==> src/rtl/bj_card_sram_reader.sv <==
// bj_card_sram_reader
// Read-only master on the fabric side of the card SRAM. After the HPS
// raises init_done[0], the block walks the deck words from address 0,
// unpacks each 32-bit word LSB-first into 8-bit cards, and hands them to
// the blackjack engine. A zero byte marks end-of-deck and is never emitted.
//
// Card handshake (valid/ready):
//   card_valid is registered and, once high, holds card_data stable until
//   the cycle in which card_ready is also high. That cycle is the transfer.
//   card_valid is always low in the cycle after a transfer, so the consumer
//   sees at most one card every two cycles. card_ready may toggle freely
//   and has no effect while card_valid is low.
module bj_card_sram_reader #(
    parameter int ADDR_W = 9,
    parameter int RD_LAT = 2
) (
    input  logic              clk,
    input  logic              reset_n,
    input  logic [7:0]        init_done,
    input  logic [ADDR_W:0]   num_words,
    input  logic              rewind,
    output logic [ADDR_W-1:0] sram_address,
    output logic              sram_clken,
    output logic              sram_chipselect,
    output logic              sram_write,
    output logic [31:0]       sram_writedata,
    output logic [3:0]        sram_byteenable,
    input  logic [31:0]       sram_readdata,
    output logic              card_valid,
    output logic [7:0]        card_data,
    input  logic              card_ready,
    output logic [ADDR_W+1:0] card_index,
    output logic              deck_done,
    output logic [2:0]        dbg_state
);

    typedef enum logic [2:0] {
        S_IDLE   = 3'd0,
        S_ISSUE  = 3'd1,
        S_WAIT   = 3'd2,
        S_STREAM = 3'd3,
        S_DONE   = 3'd4
    } state_t;

    // A full memory: num_words values above this are clamped to it.
    localparam logic [ADDR_W:0] DEPTH   = {1'b1, {ADDR_W{1'b0}}};
    // Latency counter reaches this value in the cycle readdata is valid.
    localparam logic [1:0]      LAT_CNT = 2'(RD_LAT);

    state_t            r_state;
    logic              r_init_d;
    logic [ADDR_W-1:0] r_addr;
    logic              r_clken;
    logic              r_cs;
    logic [31:0]       r_word;
    logic [1:0]        r_byte_sel;
    logic [1:0]        r_lat_cnt;
    logic              r_valid;
    logic [7:0]        r_data;
    logic [ADDR_W+1:0] r_index;
    logic              r_done;

    logic              w_start;
    logic [ADDR_W-1:0] w_last_addr;
    logic [7:0]        w_cur_byte;
    logic              w_unused;

    // Only bit 0 of the PIO carries meaning.
    assign w_unused = ^init_done[7:1];

    // Rising edge of the deck-loaded flag, same clock domain as the PIO.
    assign w_start = init_done[0] & ~r_init_d;

    // Address of the final deck word, with oversize counts clamped to the
    // top of memory so the walk never wraps back to address 0.
    always_comb begin
        w_last_addr = ADDR_W'(num_words - 1'b1);
        if (num_words > DEPTH) begin
            w_last_addr = '1;
        end
    end

    // Byte of the held word selected for presentation, LSB first.
    always_comb begin
        w_cur_byte = r_word[7:0];
        case (r_byte_sel)
            2'd0:    w_cur_byte = r_word[7:0];
            2'd1:    w_cur_byte = r_word[15:8];
            2'd2:    w_cur_byte = r_word[23:16];
            default: w_cur_byte = r_word[31:24];
        endcase
    end

    // Reader FSM: issue one read, wait out the latency, stream four bytes.
    always_ff @(posedge clk or negedge reset_n) begin
        if (!reset_n) begin
            r_state    <= S_IDLE;
            r_init_d   <= 1'b0;
            r_addr     <= '0;
            r_clken    <= 1'b0;
            r_cs       <= 1'b0;
            r_word     <= '0;
            r_byte_sel <= '0;
            r_lat_cnt  <= '0;
            r_valid    <= 1'b0;
            r_data     <= '0;
            r_index    <= '0;
            r_done     <= 1'b0;
        end else begin
            r_clken  <= 1'b1;
            r_init_d <= init_done[0];
            // Chipselect is a single-cycle strobe raised on entry to ISSUE.
            r_cs     <= 1'b0;
            if (rewind) begin
                // Abort: any read in flight is dropped by leaving WAIT.
                r_state <= S_IDLE;
                r_valid <= 1'b0;
                r_done  <= 1'b0;
                r_addr  <= '0;
            end else begin
                case (r_state)
                    S_IDLE: begin
                        if (w_start) begin
                            if (num_words == '0) begin
                                r_state <= S_DONE;
                                r_done  <= 1'b1;
                            end else begin
                                r_addr  <= '0;
                                r_index <= '0;
                                r_cs    <= 1'b1;
                                r_state <= S_ISSUE;
                            end
                        end
                    end
                    S_ISSUE: begin
                        r_lat_cnt <= 2'd1;
                        r_state   <= S_WAIT;
                    end
                    S_WAIT: begin
                        if (r_lat_cnt == LAT_CNT) begin
                            // Byte 0 is presented straight from the bus so
                            // the word-to-word overhead stays at 1+RD_LAT.
                            r_word     <= sram_readdata;
                            r_byte_sel <= 2'd0;
                            if (sram_readdata[7:0] == 8'h00) begin
                                r_state <= S_DONE;
                                r_done  <= 1'b1;
                            end else begin
                                r_valid <= 1'b1;
                                r_data  <= sram_readdata[7:0];
                                r_state <= S_STREAM;
                            end
                        end else begin
                            r_lat_cnt <= r_lat_cnt + 2'd1;
                        end
                    end
                    S_STREAM: begin
                        if (r_valid) begin
                            if (card_ready) begin
                                r_valid <= 1'b0;
                                r_index <= r_index + 1'b1;
                                if (r_byte_sel != 2'd3) begin
                                    r_byte_sel <= r_byte_sel + 2'd1;
                                end else if (r_addr == w_last_addr) begin
                                    r_state <= S_DONE;
                                    r_done  <= 1'b1;
                                end else begin
                                    r_addr  <= r_addr + 1'b1;
                                    r_cs    <= 1'b1;
                                    r_state <= S_ISSUE;
                                end
                            end
                        end else if (w_cur_byte == 8'h00) begin
                            // End-of-deck marker: finish without emitting it.
                            r_state <= S_DONE;
                            r_done  <= 1'b1;
                        end else begin
                            r_valid <= 1'b1;
                            r_data  <= w_cur_byte;
                        end
                    end
                    S_DONE: begin
                        if (!init_done[0]) begin
                            r_state <= S_IDLE;
                            r_done  <= 1'b0;
                        end
                    end
                    default: begin
                        r_state <= S_IDLE;
                    end
                endcase
            end
        end
    end

    assign sram_address    = r_addr;
    assign sram_clken      = r_clken;
    assign sram_chipselect = r_cs;
    assign sram_write      = 1'b0;
    assign sram_writedata  = 32'h0000_0000;
    assign sram_byteenable = 4'hF;
    assign card_valid      = r_valid;
    assign card_data       = r_data;
    assign card_index      = r_index;
    assign deck_done       = r_done;
    assign dbg_state       = r_state;

endmodule

==> config.mk <==
export PLATFORM = sky130hd
export DESIGN_NAME = bj_card_sram_reader
export DESIGN_NICKNAME = d
export VERILOG_FILES = /design/src/rtl/bj_card_sram_reader.sv
export SDC_FILE = /design/constraint.sdc
export NUM_CORES = 1
export LEC_CHECK = 0
export CORE_MARGIN = 4
export CORE_UTILIZATION = 30
export DETAILED_ROUTE_END_ITERATION = 10
export GPL_ROUTABILITY_DRIVEN = 1
export PLACE_DENSITY_LB_ADDON = 0.15
export SLEW_MARGIN = 40
export SYNTH_ARGS = -nofsm -noshare
export SYNTH_HDL_FRONTEND = slang
export SYNTH_SLANG_ARGS = --single-unit
==> constraint.sdc <==
create_clock -name clk -period 4.05 [get_ports clk]
set_clock_uncertainty 0.1 [all_clocks]
set_input_delay 0.405 -clock clk [delete_from_list [all_inputs] [get_ports clk]]
set_output_delay 0.405 -clock clk [all_outputs]
set_load 0.02 [all_outputs]
==> metrics.yaml <==
startpoint_type: "primary input"
path_delay_family: "compound AO/OA/AOI/OAI gates"
io_buffers: 81
antenna_cells: 0
dpl_cell_area_um2: 5200
path_cells: "clkdlybuf4s50_1 > inv_1 > ha_1 > or4b_4 > o31ai_4 > o21ai_1 > a2111o_1 > nor4_2 > buf_4 > o21a_2 > o22a_1"
hold_buffers: 1
yosysUniqueCellTypes: 64
slew_violations: 0
ir_drop_v: 0.000289
cp_data_required_time_ns: 4.22
cts_buffer_depth: 2
cts-root-buf: "clkbuf_16"
cp-end-kind: "register"
finalHoldViolCount: 0
hold_path.class: "register to register"
powerDensity_nw_per_um2: 548
fmax_mhz: 297
path_clk_slew_ns: 0.06
grt_antenna_before_repair: 0
tns_ns: 0
dp_hpwl_mm: 8.73
synthToLayoutAreaGrowth_pct: 26.5
rsz0062_at_grt: "false"
postCtsSetupBuffers: 0
synth_ff_type: "dfrtp_1"
cts_sinks: 72
die_area_um2: 16600
dr.pass1.iters: 4
cp_slowest_cell: "clkdlybuf4s50_1"
synth_cells: 461
vias: 3668
start_util_pct: 31.1
cts_buffers: 9
drc: 0
syn_avg_cell_area_um2: 9.50
synth-edff-count: 0
grt_max_degree: 38
netlist_area_um2: 4380
fp.dieH_um: 129
fin_area_um2: 5540
yosysWarnings: 0
status: "complete, no violations"
routabilityCongestion: 0.804
grt_overflow: 0
grt_pass1_vias: 3691
dr_wl_met3_um: 702
cts_resized: 0
ys_ff_latch: 72
dr.max_layer_used: "met4"
wl_mm: 11.8
crit_type: "primary input to register"
nets: 596
rows: 43
final_cells: 719
fin_crit_ns: 3.36
io_pins: 126
dp_cells: 702
drv_cap: 0
cp_max_fo: 11
synth-seq-area-share_pct: 41.1
core_area_um2: 14100
tightest_slew_ns: 0.772
drtIter0Drc: 124
crit_arrival_ns: 3.53
grt_pass1_wl_mm: 19.0
fin_util_pct: 39.3
wl_met2_mm: 5.50
route.detailed.wl_per_inst_um: 16.5
ys_async_sr_fraction_pct: 100
cts_tree: "built"
m1WireLength_mm: 5.51
finalSetupViolCount: 0
drive_gt1_share_pct: 11.5
max_slew_margin_pct: 48.4
viasPerCell: 5.10
clk_latency_ns: 0.33
critical_path_buf_inv_count: 3
track_usage_pct: 14.5
die_w_um: 129
h-tree-depth: 3
power_leakage_nw: 2.36
slowest_delay_ns: 0.54
antenna_left: 0
period_share_pct: 83.0
==> synthesized netlist by cell type (11+ instances only) <==
cell      count  area share, %
a21oi_1      13            1.5
a31oi_1      11            1.6
buf_4        39            6.7
clkbuf_1     15            1.3
dfrtp_1      72             41
inv_1        15            1.3
mux2_2       29            7.5
nand2_1      37            3.2
nand3_1      18            2.1
nor2_1       35            3.0
nor3_1       12            1.4
o21ai_0      24            2.7
==> layout by cell type (no fill, tap or decap), types with 4 or more instances in the layout <==
cell type        instances
nand3_1                 18
mux2_2                  29
conb_1                  38
or3_1                    7
xor2_1                   8
o22a_1                   7
clkdlybuf4s50_1         80
nor2b_1                  4
mux2i_1                  7
dfrtp_1                 72
a211oi_1                 5
ha_1                     8
a21oi_1                 13
nand2b_1                 6
nand4_1                  4
inv_1                   15
nor3_1                  12
clkbuf_16                9
nand2_1                 37
xnor2_1                  4
nor2_1                  34
or4_1                    5
a31oi_1                 11
a222oi_1                 7
o21ai_0                 24
and3_1                   6
buf_4                    5
nor3b_1                  4
==> metrics by stage <==
stage / setup slack (ns) / power, W / hold WS [ns]
final: 0.687 / 0.00303 / 0.385
after global routing: 0.510 / 0.00324 / 0.426
after CTS: 0.727 / 0.00307 / 0.392
after detailed placement: 0.395 / 0.00217 / 0.271
after global placement: 0.446 / 0.00215 / 0.284
after floorplan: 1.07 / 0.00180 / 0.00941
==> layout make-up <==
| type | count | area [µm²] |
|---|---|---|
| clock buffers | 11 | 253 |
| clock inverters | 5 | 78.8 |
| fillers | 1405 | 8550 |
| inverters | 15 | 56.3 |
| multi-input cells | 349 | 2270 |
| flip-flops and latches | 72 | 1800 |
| well taps | 180 | 225 |
| repair buffers | 87 | 853 |
==> cell families (layout without fill, tap and decap cells) <==
logic type | Yosys count | in the layout | share of synthesized area (%)
and+or+nand+nor | 157 | 157 | 18.9
other | 2 | 38 | 0.171
DFF | 72 | 72 | 41.1
muxes | 36 | 36 | 9.05
AOI/OAI and AO/OA | 98 | 98 | 15.9
buffers and inverters | 76 | 118 | 10.1
adders and majority gates | 8 | 8 | 2.28
xor gates and xnor gates | 12 | 12 | 2.40
==> sequential cells by signal (all words and copies together), names as in the netlist, 2 cells and up <==
| name | cells |
|---|---|
| sram_address | 9 |
| card_data | 8 |
| dbg_state | 3 |
| r_word | 32 |
| r_byte_sel | 2 |
| card_index | 11 |
| r_lat_cnt | 2 |
==> final timing paths <==
check	startpoint	endpoint	slack (ns)	cells past startpoint
min in group asynchronous	reset_n	r_word[7]	0.46	2
max in group asynchronous	reset_n	sram_address[4]	2.59	3
hold / removal	r_lat_cnt[0]	r_lat_cnt[0]	0.39	1
setup reg to reg	r_byte_sel[0]	deck_done	0.97	9
hold reg to reg	r_lat_cnt[0]	r_lat_cnt[0]	0.39	1
setup / recovery	num_words[0]	sram_address[3]	0.69	11
==> power breakdown <==
group	internal [W]	total (W)	switching [W]
Combinational	0.000472	0.00101	0.000534
Clock	0.000572	0.000884	0.000312
Sequential	0.000961	0.00114	0.000183
==> layer usage <==
metal | vias to the layer above | GRT usage [%]
met5 | - | 0
met4 | 0 | 5.25
met3 | 8 | 2.82
met2 | 118 | 22.8
met1 | 1799 | 19.8
li1 | 1743 | -
No activity file was read; power rests on OpenSTA's default activity.
==> RTL edit 1: new RTL, config.mk and constraints unchanged <==
Register the output `dbg_state` once more, without a reset; this adds one clock of latency there. The other outputs are not delayed to match.
--- a/src/rtl/bj_card_sram_reader.sv
+++ b/src/rtl/bj_card_sram_reader.sv
@@ -203,7 +203,9 @@
     assign card_data       = r_data;
     assign card_index      = r_index;
     assign deck_done       = r_done;
-    assign dbg_state       = r_state;
+    always_ff @(posedge clk) begin
+        dbg_state <= r_state;
+    end
 
 endmodule
 
Function: changed (Yosys sat finds a counterexample within 4 cycles, from zero or initial values and one cycle with reset_n low).
==> RTL edit 1 against the original RTL <==
  * The run now ends with negative hold slack left
  * Power decreased by 1.8%
  * Sequential cell count increased by 3
  * Synthesized area grew 3.4%
  * Worst setup slack better by 0.14 ns
  * Utilization is 1.1 points lower
  * Routed wire length shrank 0.77%
  * Count of clock-buffer cells in the layout unchanged
  * Via count rose by 1.3%
  * Cell area up 0.97%
  * Synthesized cell count is 2.8% higher
  * Largest cell class unchanged
==> RTL edit 1: results (changes against the original RTL) <==
- Pleak: 2.35 nW (was 2.36 nW)
- Fraction of registers with async set/reset: 0.960 (was 1.00)
- Post-cts resize count: 0 (unchanged)
- Max clock buf depth: 2 (unchanged)
- CTS root buffer: clkbuf_16 (unchanged)
- Post CTS Setup Buffer Count: 0 (unchanged)
- Failing checks: negative hold slack
- Critical Path Max Stage Delay: 0.54 ns (about the same)
- Synth area leaders: dfrtp_1 40%, mux2_2 7.2%, buf_4 6.3% (was dfrtp_1 41%, mux2_2 7.5%, buf_4 6.7%)
- Synth cell types: 67 (was 64)
- Filler instances: 1489 (was 1405)
- Gpl congestion: 0.788 (was 0.804)
- Pin count of the biggest net entering global routing: 38 (unchanged)
- Ant diodes: 0 (unchanged)
- Final Hold Fails: 1 (was 0)
- Share of cells above drive strength 1: 0.127 (was 0.115)
- Port Buffer Count: 81 (unchanged)
- DP Area: 5290 um2 (was 5200 um2)
- Hpwl dp: 8570 um (was 8730 um)
- Register area share after synthesis: 0.411 (about the same)
- Status: finished, violations left (was complete, no violations)
- Drt pass-1 iters: 5 (was 4)
- CP max FO: 7 (was 11)
- H-Tree Depth: 3 (unchanged)
- Initial antenna violation count: 0 (unchanged)
- Gr usage total: 0.142 (was 0.145)
- Min Clock Period, post-route: 3.22 ns (was 3.36 ns)
- Initial drt markers: 234 (was 124)
- Rel. slew slack: 0.561 (was 0.484)
- Reg clk slew, reported paths: 0.06 ns (about the same)
- Final #Nets: 607 (was 596)
- Reg2reg setup slack: 0.86 ns (was 0.97 ns)
- WL final: 11800 um (about the same)
- First-pass GRT wire length: 19200 um (was 19000 um)
- Slowest CP cell: or3b_2 (was clkdlybuf4s50_1)
- Worst Path Arrival: 3.35 ns (was 3.53 ns)
- Dpl ws: 0.525 ns (was 0.395 ns)
- Cts bufs inserted: 9 (unchanged)
- Detailed-route vias per instance: 5.06 (was 5.10)
- Hold WC Path Type: in2async (was reg2reg)
- Pwr dens: 532 nW/um2 (was 548 nW/um2)
- Worst-Skew Late Latency: 0.34 ns
- Largest Register: r_word (unchanged)
- Maximum VDD drop: 0.000287 V (was 0.000289 V)
- Flip-flop count of the largest register, all copies and words added: 32 (unchanged)
- Vias in the first global route: 3692 (was 3691)
- Smallest hold slack: -0.000647 ns (was 0.385 ns)
- Synth top cells by count: 72 x dfrtp_1, 45 x nand2_1, 38 x buf_4, 36 x nor2_1, 29 x mux2_2 (was 72 x dfrtp_1, 39 x buf_4, 37 x nand2_1, 35 x nor2_1, 29 x mux2_2)
- Ys Warns: 0 (unchanged)
RTL edit 1: changes by cell type after synthesis, sizes merged, moves of 4 or more:
| cell | delta |
|---|---|
| nand2 | +8 |
| or2 | +4 |
| o22a | -7 |
| a21oi | +14 |
| clkbuf | +4 |
| nand3 | -9 |
RTL edit 1: final cells by class:
| type | instances | area share |
|---|---|---|
| multi-input cells | 359 | 0.410 |
| flip-flops and latches | 75 | 0.333 |
| repair buffers | 88 | 0.153 |
| clock buffers | 11 | 0.0434 |
| well taps | 184 | 0.0411 |
| clock inverters | 5 | 0.0110 |
| inverters | 12 | 0.00805 |
RTL edit 1: through the flow:
step	std cells	hold WS [ns]
4_1_cts	734	0.0102
2_1_floorplan	510	0.00941
3_5_place_dp	718	0.387
6_report	734	-0.000647
3_3_place_gp	718	0.364
5_1_grt	734	0.0484
RTL edit 1: final timing paths:
path | start | end | cells after the start
setup / recovery | num_words[0] | deck_done$_DFFE_PN0P_ | 11
hold / removal | reset_n | sram_address[0]$_DFFE_PN0P_ | 1
setup reg to reg | r_byte_sel[0]$_DFFE_PN0P_ | deck_done$_DFFE_PN0P_ | 10
hold reg to reg | r_lat_cnt[1]$_DFFE_PN0P_ | r_lat_cnt[1]$_DFFE_PN0P_ | 2
max in group asynchronous | reset_n | r_word[7]$_DFFE_PN0P_ | 2
min in group clk | r_lat_cnt[1]$_DFFE_PN0P_ | r_lat_cnt[1]$_DFFE_PN0P_ | 2
RTL edit 1: logic make-up after synthesis:
group / Yosys count / share of synthesized area
flip-flops: 75 / 0.411
multiplexers: 34 / 0.0831
buffers and inverters: 76 / 0.114
AO/OA/AOI/OAI: 112 / 0.173
other: 2 / 0.00166
XOR/XNOR: 11 / 0.0213
AND/OR/NAND/NOR: 156 / 0.173
adder cells (fa/ha/maj): 8 / 0.0221
RTL edit 1: worst max-delay path: cells and delay by family:
family | cells | cell delay (ns)
simple gates | 4 | 1.42
buf+inv | 2 | 0.59
compound gates | 3 | 0.56
fa+ha+maj | 1 | 0.20
xor+xnor | 1 | 0.17
RTL edit 1: power breakdown:
part | total, mW | internal, mW | switching [mW]
Sequential | 1.11 | 0.952 | 0.162
Clock | 0.824 | 0.498 | 0.326
Combinational | 1.04 | 0.464 | 0.577
RTL edit 1: routing by layer:
layer / routed length, um / GRT usage / part of all wire / up-vias
li1: - / - / - / 1777
met1: 5510 / 0.195 / 0.47 / 1807
met2: 5380 / 0.217 / 0.46 / 122
met4: 128 / 0.0369 / 0.011 / 0
met3: 733 / 0.0439 / 0.062 / 9
met5: 0 / 0 / 0 / -
==> RTL edit 2: new RTL, config.mk and constraints unchanged <==
Without the edit above. `ADDR_W`: 9 -> 10.
--- a/src/rtl/bj_card_sram_reader.sv
+++ b/src/rtl/bj_card_sram_reader.sv
@@ -11,7 +11,7 @@
 //   sees at most one card every two cycles. card_ready may toggle freely
 //   and has no effect while card_valid is low.
 module bj_card_sram_reader #(
-    parameter int ADDR_W = 9,
+    parameter int ADDR_W = 10,
     parameter int RD_LAT = 2
 ) (
     input  logic              clk,
Interface: changed (resized card_index, num_words and sram_address); port bits go from 126 to 129. The function was not compared with the original's and may differ.
==> RTL edit 2 against the original RTL <==
  * The flow now finishes with violations (negative hold slack)
  * Critical path depth is 2 lower
  * Count of clock-buffer cells in the layout is 2 lower
  * Cell area is 4.0% higher
  * Power is 15% lower
  * Synthesized cell count is 4.6% higher
  * Synthesized area is 4.4% higher
  * Routed wire length is 3.1% higher
  * Sequential cell count is 2 higher
  * Worst setup slack worse by 0.036 ns
  * Critical endpoint is now sram_address[2]$_DFFE_PN0P_
==> RTL edit 2: results (changes against the original RTL) <==
- Status: finished, violations left (was complete, no violations)
- Failing checks: negative hold slack
- Smallest hold slack: -0.0526 ns (was 0.385 ns)
- Detailed-route vias per instance: 5.05 (was 5.10)
- Clk pwr share: 0.311 (was 0.291)
- Maximum VDD drop: 0.000208 V (was 0.000289 V)
- Pin count of the biggest net entering global routing: 75 (was 38)
- Least-Margin Pin Slew: 0.731 ns (was 0.772 ns)
- Met1 GRT Util: 0.186 (was 0.198)
- Gr usage total: 0.141 (was 0.145)
- Routing usage on met2: 0.231 (was 0.228)
- Hpwl dp: 8990 um (was 8730 um)
- DRT met1 WL: 5750 um (was 5510 um)
- Initial drt markers: 216 (was 124)
- Combinational share of power: 0.289 (was 0.332)
- Switching power: 867 uW (was 1.03 mW)
- First-pass GRT wire length: 20100 um (was 19000 um)
- Via count: 3803 (was 3668)
- Final Hold Fails: 16 (was 0)
- Mapped Cells: 482 (was 461)
- Register area share after synthesis: 0.405 (was 0.411)
- Worst Path Arrival: 3.57 ns (was 3.53 ns)
- Placed Cells: 737 (was 702)
- DR WL met2: 5780 um (was 5500 um)
- Drt wl/cell: 16.2 um (was 16.5 um)
- Port Buffer Count: 84 (was 81)
- Final #Nets: 627 (was 596)
- Reg2reg setup slack: 0.87 ns (was 0.97 ns)
- Share of cells above drive strength 1: 0.144 (was 0.115)
- Pleak: 2.54 nW (was 2.36 nW)
RTL edit 2: cells by family after synthesis:
logic type | synth area share
and+or+nand+nor | 0.182
AOI/OAI and AO/OA | 0.160
buffers and inverters | 0.0960
DFF | 0.405
muxes | 0.115
xor gates and xnor gates | 0.0191
adders and majority gates | 0.0219
other | 0.00164
RTL edit 2: cell type report:
type,count,area [um2]
well taps,184,230
fillers,1505,8990
clock buffers,9,225
repair buffers,92,902
clock inverters,7,68.8
inverters,18,67.6
multi-input cells,369,2420
flip-flops and latches,74,1850
RTL edit 2: worst max-delay path by stage:
stage / from / cells past startpoint / slack (ns) / endpoint
2_1_floorplan: num_words[0] / 11 / 0.95 / sram_address[2]$_DFFE_PN0P_
3_3_place_gp: num_words[0] / 11 / 0.37 / sram_address[2]$_DFFE_PN0P_
3_5_place_dp: num_words[1] / 11 / 0.30 / sram_address[2]$_DFFE_PN0P_
4_1_cts: num_words[0] / 11 / 0.65 / sram_address[2]$_DFFE_PN0P_
5_1_grt: num_words[0] / 11 / 0.45 / sram_address[2]$_DFFE_PN0P_
6_report: num_words[2] / 9 / 0.65 / sram_address[2]$_DFFE_PN0P_
RTL edit 2: per-stage QoR:
stage / power, mW / hold WS (ns) / worst slack (ns)
6_report: 2.57 / -0.0526 / 0.651
4_1_cts: 2.60 / 0.0219 / 0.648
2_1_floorplan: 1.52 / 0.00941 / 0.948
5_1_grt: 2.72 / 0.0587 / 0.445
3_5_place_dp: 1.79 / 0.387 / 0.304
3_3_place_gp: 1.77 / 0.387 / 0.366
RTL edit 2: worst max-delay path, cell delays in order:
cell             delay [ns]
clkdlybuf4s50_1        0.52
or4_4                  0.63
o31a_1                 0.47
o31ai_2                0.29
o2111ai_1              0.13
a2111o_2               0.50
o211ai_1               0.20
mux2_1                 0.33
nor2_1                 0.08
